==> config.mk <==
export PLATFORM = sky130hd
export DESIGN_NAME = adder_share_arbiter_flat
export DESIGN_NICKNAME = d
export VERILOG_FILES = /design/src/rtl/adder_share_arbiter_if.sv /design/src/rtl/adder_share_arbiter.sv /design/src/flat_wrapper.sv
export SDC_FILE = /design/constraint.sdc
export NUM_CORES = 1
export LEC_CHECK = 0
export BUFFER_PORTS_ARGS = -buffer_cell sky130_fd_sc_hd__buf_2
export CORE_AREA = 2 2 417 419
export DETAILED_ROUTE_END_ITERATION = 8
export DIE_AREA = 0 0 419 421
export GPL_TIMING_DRIVEN = 1
export SKIP_LAST_GASP = 1
export SLEW_MARGIN = 40
export SYNTH_ARGS = -nofsm -noshare
export SYNTH_HDL_FRONTEND = slang
export SYNTH_SLANG_ARGS = --single-unit
==> constraint.sdc <==
create_clock -name clk -period 3.15 [get_ports clk]
set_input_delay 0.315 -clock clk [delete_from_list [all_inputs] [get_ports clk]]
set_output_delay 0.315 -clock clk [all_outputs]
set_load 0.05 [all_outputs]
==> src/rtl/adder_share_arbiter_if.sv <==
// adder_share_arbiter_if: request, adder and response signals of the shared adder arbiter
//   en, req_*          : requester side (issue enable, valid/ready, operands, carry in)
//   add_*              : registered operands out to the pipelined adder, {cout,sum} back
//   rsp_*, done_cnt*   : per-port result pulses, shared result bus, completion counters
//   master             : environment view (requesters plus adder)
//   slave              : arbiter view
interface adder_share_arbiter_if #(
    parameter int WIDTH = 128,
    parameter int CNT_W = 16
);
    logic             en;
    logic [1:0]       req_valid;
    logic [1:0]       req_ready;
    logic [WIDTH-1:0] req_a0;
    logic [WIDTH-1:0] req_b0;
    logic             req_cin0;
    logic [WIDTH-1:0] req_a1;
    logic [WIDTH-1:0] req_b1;
    logic             req_cin1;
    logic [WIDTH-1:0] add_a;
    logic [WIDTH-1:0] add_b;
    logic             add_cin;
    logic [WIDTH-1:0] add_s;
    logic             add_cout;
    logic [1:0]       rsp_valid;
    logic [WIDTH:0]   rsp_sum;
    logic [CNT_W-1:0] done_cnt0;
    logic [CNT_W-1:0] done_cnt1;
    modport master (
        output en, req_valid, req_a0, req_b0, req_cin0, req_a1, req_b1, req_cin1, add_s, add_cout,
        input  req_ready, add_a, add_b, add_cin, rsp_valid, rsp_sum, done_cnt0, done_cnt1
    );
    modport slave (
        input  en, req_valid, req_a0, req_b0, req_cin0, req_a1, req_b1, req_cin1, add_s, add_cout,
        output req_ready, add_a, add_b, add_cin, rsp_valid, rsp_sum, done_cnt0, done_cnt1
    );
endinterface

==> src/rtl/adder_share_arbiter.sv <==
// adder_share_arbiter: round-robin sharing of one pipelined adder between two requesters
//   clk, rst : clock, synchronous active-high reset
//   bus      : slave view of adder_share_arbiter_if (requests, adder operands/results,
//              per-port response pulses, shared {cout,sum} bus, completion counters)
module adder_share_arbiter #(
    parameter int WIDTH   = 128,
    parameter int LATENCY = 4,
    parameter int CNT_W   = 16
) (
    input logic                 clk,
    input logic                 rst,
    adder_share_arbiter_if.slave bus
);
    logic           ptr;
    logic [1:0]     grant;
    logic [LATENCY:0] tag_v;
    logic [LATENCY:0] tag_id;
    always_comb begin
        grant = 2'b00;
        if (bus.en && !rst)
            grant = (bus.req_valid == 2'b11) ? (ptr ? 2'b10 : 2'b01) : bus.req_valid;
    end
    assign bus.req_ready = grant;
    // Stage 0 is loaded together with add_*, so stage LATENCY lines up with add_s/add_cout.
    always_ff @(posedge clk) begin
        if (rst) begin
            ptr           <= 1'b0;
            tag_v         <= '0;
            tag_id        <= '0;
            bus.add_a     <= '0;
            bus.add_b     <= '0;
            bus.add_cin   <= 1'b0;
            bus.rsp_valid <= 2'b00;
            bus.rsp_sum   <= '0;
            bus.done_cnt0 <= '0;
            bus.done_cnt1 <= '0;
        end else begin
            if (|grant) begin
                ptr         <= grant[0];
                bus.add_a   <= grant[1] ? bus.req_a1 : bus.req_a0;
                bus.add_b   <= grant[1] ? bus.req_b1 : bus.req_b0;
                bus.add_cin <= grant[1] ? bus.req_cin1 : bus.req_cin0;
            end
            tag_v         <= {tag_v[LATENCY-1:0], |grant};
            tag_id        <= {tag_id[LATENCY-1:0], grant[1]};
            bus.rsp_valid <= tag_v[LATENCY] ? (tag_id[LATENCY] ? 2'b10 : 2'b01) : 2'b00;
            if (tag_v[LATENCY]) begin
                bus.rsp_sum <= {bus.add_cout, bus.add_s};
                if (tag_id[LATENCY])
                    bus.done_cnt1 <= bus.done_cnt1 + CNT_W'(1);
                else
                    bus.done_cnt0 <= bus.done_cnt0 + CNT_W'(1);
            end
        end
    end
endmodule

==> src/flat_wrapper.sv <==
// flat-port wrapper written by rule: the top's interface ports become plain ports
module adder_share_arbiter_flat 
#(
    parameter int WIDTH   = 128,
    parameter int LATENCY = 4,
    parameter int CNT_W   = 16
)
  (clk, rst, bus_en, bus_req_valid, bus_req_a0, bus_req_b0, bus_req_cin0, bus_req_a1, bus_req_b1, bus_req_cin1, bus_add_s, bus_add_cout, bus_req_ready, bus_add_a, bus_add_b, bus_add_cin, bus_rsp_valid, bus_rsp_sum, bus_done_cnt0, bus_done_cnt1);
  adder_share_arbiter_if #(.WIDTH(WIDTH), .CNT_W(CNT_W)) bus_i ();
  input logic clk;
  input logic rst;
  input wire logic [$bits(bus_i.en)-1:0] bus_en;
  input wire logic [$bits(bus_i.req_valid)-1:0] bus_req_valid;
  input wire logic [$bits(bus_i.req_a0)-1:0] bus_req_a0;
  input wire logic [$bits(bus_i.req_b0)-1:0] bus_req_b0;
  input wire logic [$bits(bus_i.req_cin0)-1:0] bus_req_cin0;
  input wire logic [$bits(bus_i.req_a1)-1:0] bus_req_a1;
  input wire logic [$bits(bus_i.req_b1)-1:0] bus_req_b1;
  input wire logic [$bits(bus_i.req_cin1)-1:0] bus_req_cin1;
  input wire logic [$bits(bus_i.add_s)-1:0] bus_add_s;
  input wire logic [$bits(bus_i.add_cout)-1:0] bus_add_cout;
  output wire logic [$bits(bus_i.req_ready)-1:0] bus_req_ready;
  output wire logic [$bits(bus_i.add_a)-1:0] bus_add_a;
  output wire logic [$bits(bus_i.add_b)-1:0] bus_add_b;
  output wire logic [$bits(bus_i.add_cin)-1:0] bus_add_cin;
  output wire logic [$bits(bus_i.rsp_valid)-1:0] bus_rsp_valid;
  output wire logic [$bits(bus_i.rsp_sum)-1:0] bus_rsp_sum;
  output wire logic [$bits(bus_i.done_cnt0)-1:0] bus_done_cnt0;
  output wire logic [$bits(bus_i.done_cnt1)-1:0] bus_done_cnt1;
  assign bus_i.en = bus_en;
  assign bus_i.req_valid = bus_req_valid;
  assign bus_i.req_a0 = bus_req_a0;
  assign bus_i.req_b0 = bus_req_b0;
  assign bus_i.req_cin0 = bus_req_cin0;
  assign bus_i.req_a1 = bus_req_a1;
  assign bus_i.req_b1 = bus_req_b1;
  assign bus_i.req_cin1 = bus_req_cin1;
  assign bus_i.add_s = bus_add_s;
  assign bus_i.add_cout = bus_add_cout;
  assign bus_req_ready = bus_i.req_ready;
  assign bus_add_a = bus_i.add_a;
  assign bus_add_b = bus_i.add_b;
  assign bus_add_cin = bus_i.add_cin;
  assign bus_rsp_valid = bus_i.rsp_valid;
  assign bus_rsp_sum = bus_i.rsp_sum;
  assign bus_done_cnt0 = bus_i.done_cnt0;
  assign bus_done_cnt1 = bus_i.done_cnt1;
  adder_share_arbiter #(.WIDTH(WIDTH), .LATENCY(LATENCY), .CNT_W(CNT_W)) u_core (.clk(clk), .rst(rst), .bus(bus_i));
endmodule
==> impl_metrics.ini <==
[drt]
drc = 0
postRouteWirelength_um = 113000
first_pass_iters = 6
routedWlPerCell_um = 18.6
drt_iter0_markers = 1761
drtAntennaViolNets = 0
vias = 22700
viasPerCell = 3.74

[timing]
drv_slew = 0
clock.fmax_mhz = 335
slew_headroom_pct = 43.8
worst_pin_slew_ns = 0.842
period_share_pct = 94.7
worst_slack_ns = 0.168
finalSetupViolCount = 0
fin_crit_ns = 2.98
hold_viol = 0
skew_ns = 0.0392
setup_tns_ns = 0
grt_setup_unrepaired = false

[place]
io_buffers = 1069
dpl.hpwl_um = 83800
dp_slack_ns = 0.774
gp_congestion = 1.03

[hold_path]
hp-class = in -> reg
hp-start = bus_req_b1[14]

[synth]
avgSynthCellArea_sq_um = 8.49
ys_seq_area_share_pct = 49.9
synth_warnings = 0
synth_most_common_cell = nand2_1
syn_area_sq_um = 17300
ys_types = 42
synth_seq_cells = 431
yosys-top-cells-count = nand2_1 (525), dfxtp_1 (431), nor2_1 (410)
synth-main-ff-cell = dfxtp_1
synth_top_area_share_pct = 49.9
synth_area_leaders = dfxtp_1 (50%), a311oi_1 (13%), nand2_1 (11%)
syn_nets = 2687
synth_top_cell_by_area = dfxtp_1
async_flop_share_pct = 0
synth_cells = 2037
synth_enable_flop_cells = 0

[setup_path]
worstPathArrival_ns = 3.57
startpoint = bus_en
path_max_fanout = 65
cp.required_ns = 3.74
r2r_start = u_core.ptr
critPathLaunchType = input port
crit_type = in -> reg
endpoint_kind = flip-flop

[clock_tree]
clock-root-buffer = clkbuf_16
path_clk_slew_ns = 0.06
ctsHoldBuffers = 644
postCtsResizedCells = 0
insertion_delay_ns = 0.66
htreeDepth = 2
cts_setup_buffers = 0
clock-sinks = 431
cts_tree = built
cts_inserted_buffers = 54
clock_path_buffers = 3

[cells_and_area]
drive_gt1_share_pct = 32.4
fin_nets = 4315
area_growth_syn_to_layout_pct = 94.3

[run_status]
run_status = complete, no violations

[floorplan]
die_area_sq_um = 176000
start_util_pct = 10.0
placementRows = 153
die_w_um = 419
die_h_um = 421
core_sq_um = 172000
io_pins = 1070

[global_route]
grt_max_degree = 184
grt_usage_pct = 12.0
antenna_found_initial = 64
grt_pass1_wl_um = 155000
overflow = 0
grt_pass1_vias = 22100

[power]
leakage_nw = 15.0
switching_share_pct = 30.8
p_seq_share_pct = 37.2
pwr-share-comb_pct = 20.3
p_sw_mw = 4.82
internal-power_mw = 10.8
ir_drop_uv = 403
power.total_mw = 15.6
clockPowerShare_pct = 42.5
p_per_area_nw_per_um2 = 465

[run]
cap_viol_max_count = 0
## layer usage
layer  routed length, um  GRT usage, %  vias to the layer above
met1               42600          13.8                    10700
li1                    -             -                    10300
met2               48300          18.2                     1279
met4                7040          6.80                       46
met3               14300          5.77                      350
met5                 391             0                        -
## sequential cells by signal, summed over array words and instances (netlist names)
| register | flops |
|---|---|
| u_core.bus.rsp_sum | 129 |
| u_core.bus.add_a | 128 |
| u_core.bus.add_b | 128 |
| u_core.bus.done_cnt0 | 16 |
| u_core.bus.done_cnt1 | 16 |
| u_core.tag_id | 5 |
| u_core.tag_v | 5 |
| u_core.bus.rsp_valid | 2 |
| u_core.bus.add_cin | 1 |
| u_core.ptr | 1 |
## layout make-up
type,instances,area [sq um]
Antenna cell,23,57.6
Clock buffer,74,1510
Clock inverter,25,368
Fill cell,18900,139000
Inverter,6,30.0
Multi-Input combinational cell,1423,7800
Sequential cell,431,8630
Tap cell,2325,2910
Timing Repair Buffer,1749,12300
## cells by family after synthesis
group | synth area share [%]
simple gates | 22.5
flops | 49.9
compound gates | 13.7
buf+inv | 5.08
mux | 7.52
xor+xnor | 1.11
fa+ha+maj | 0.145
## path summary, 6_finish.rpt
check,end,slack [ns],cells past startpoint
max,u_core.bus.add_a[56],0.17,9
min,u_core.bus.add_b[14],0.06,3
max reg2reg,u_core.bus.add_a[56],0.28,7
min reg2reg,u_core.tag_v[1],0.44,1
## critical path, cell delays in order
cell           delay, ns
dlygate4sd3_1       0.63
buf_2               0.17
nor2b_4             0.19
nand3_4             0.25
inv_8               0.48
buf_12              0.34
nand2_1             0.12
a311oi_1            0.35
dlygate4sd3_1       0.63
## power groups by stage
stage	Sequential (mW)	Combinational, mW	Clock (mW)
6_report	5.82	3.18	6.64
5_1_grt	5.84	3.35	7.02
4_1_cts	5.81	3.11	6.82
3_5_place_dp	5.93	2.43	0
3_3_place_gp	5.92	2.41	0
2_1_floorplan	6.68	0.623	0
## layout by cell type, fill, tap and decap left out, drive strengths merged, types with 4 or more instances in the layout
cell type    Yosys  routed
buf             99    1105
dlygate4sd3      0     644
nand2          526     526
dfxtp          431     431
nor2           410     410
a311oi         258     258
mux2i          130     130
clkbuf          78      74
diode            0      23
xor2            14      14
inv              6      12
nand4           11      11
a21oi           11      11
nor2b           11      11
nand3           11      11
clkinv           0      11
xnor2            8       8
bufinv           0       6
o21ai            4       4
nor4             4       4
or3              4       4
## per-stage QoR
step                util (%)  std cells  cell area, sq um  hold WS, ns
detailed placement      14.6       5288             25200        0.423
global route            19.5       6046             33600       0.0384
finish                  19.5       6056             33600       0.0648
global placement        14.6       5286             25100        0.420
CTS                     19.4       6031             33500       0.0384
floorplan                  -       2037             17300        0.414
No activity file was read; power rests on OpenSTA's default activity.
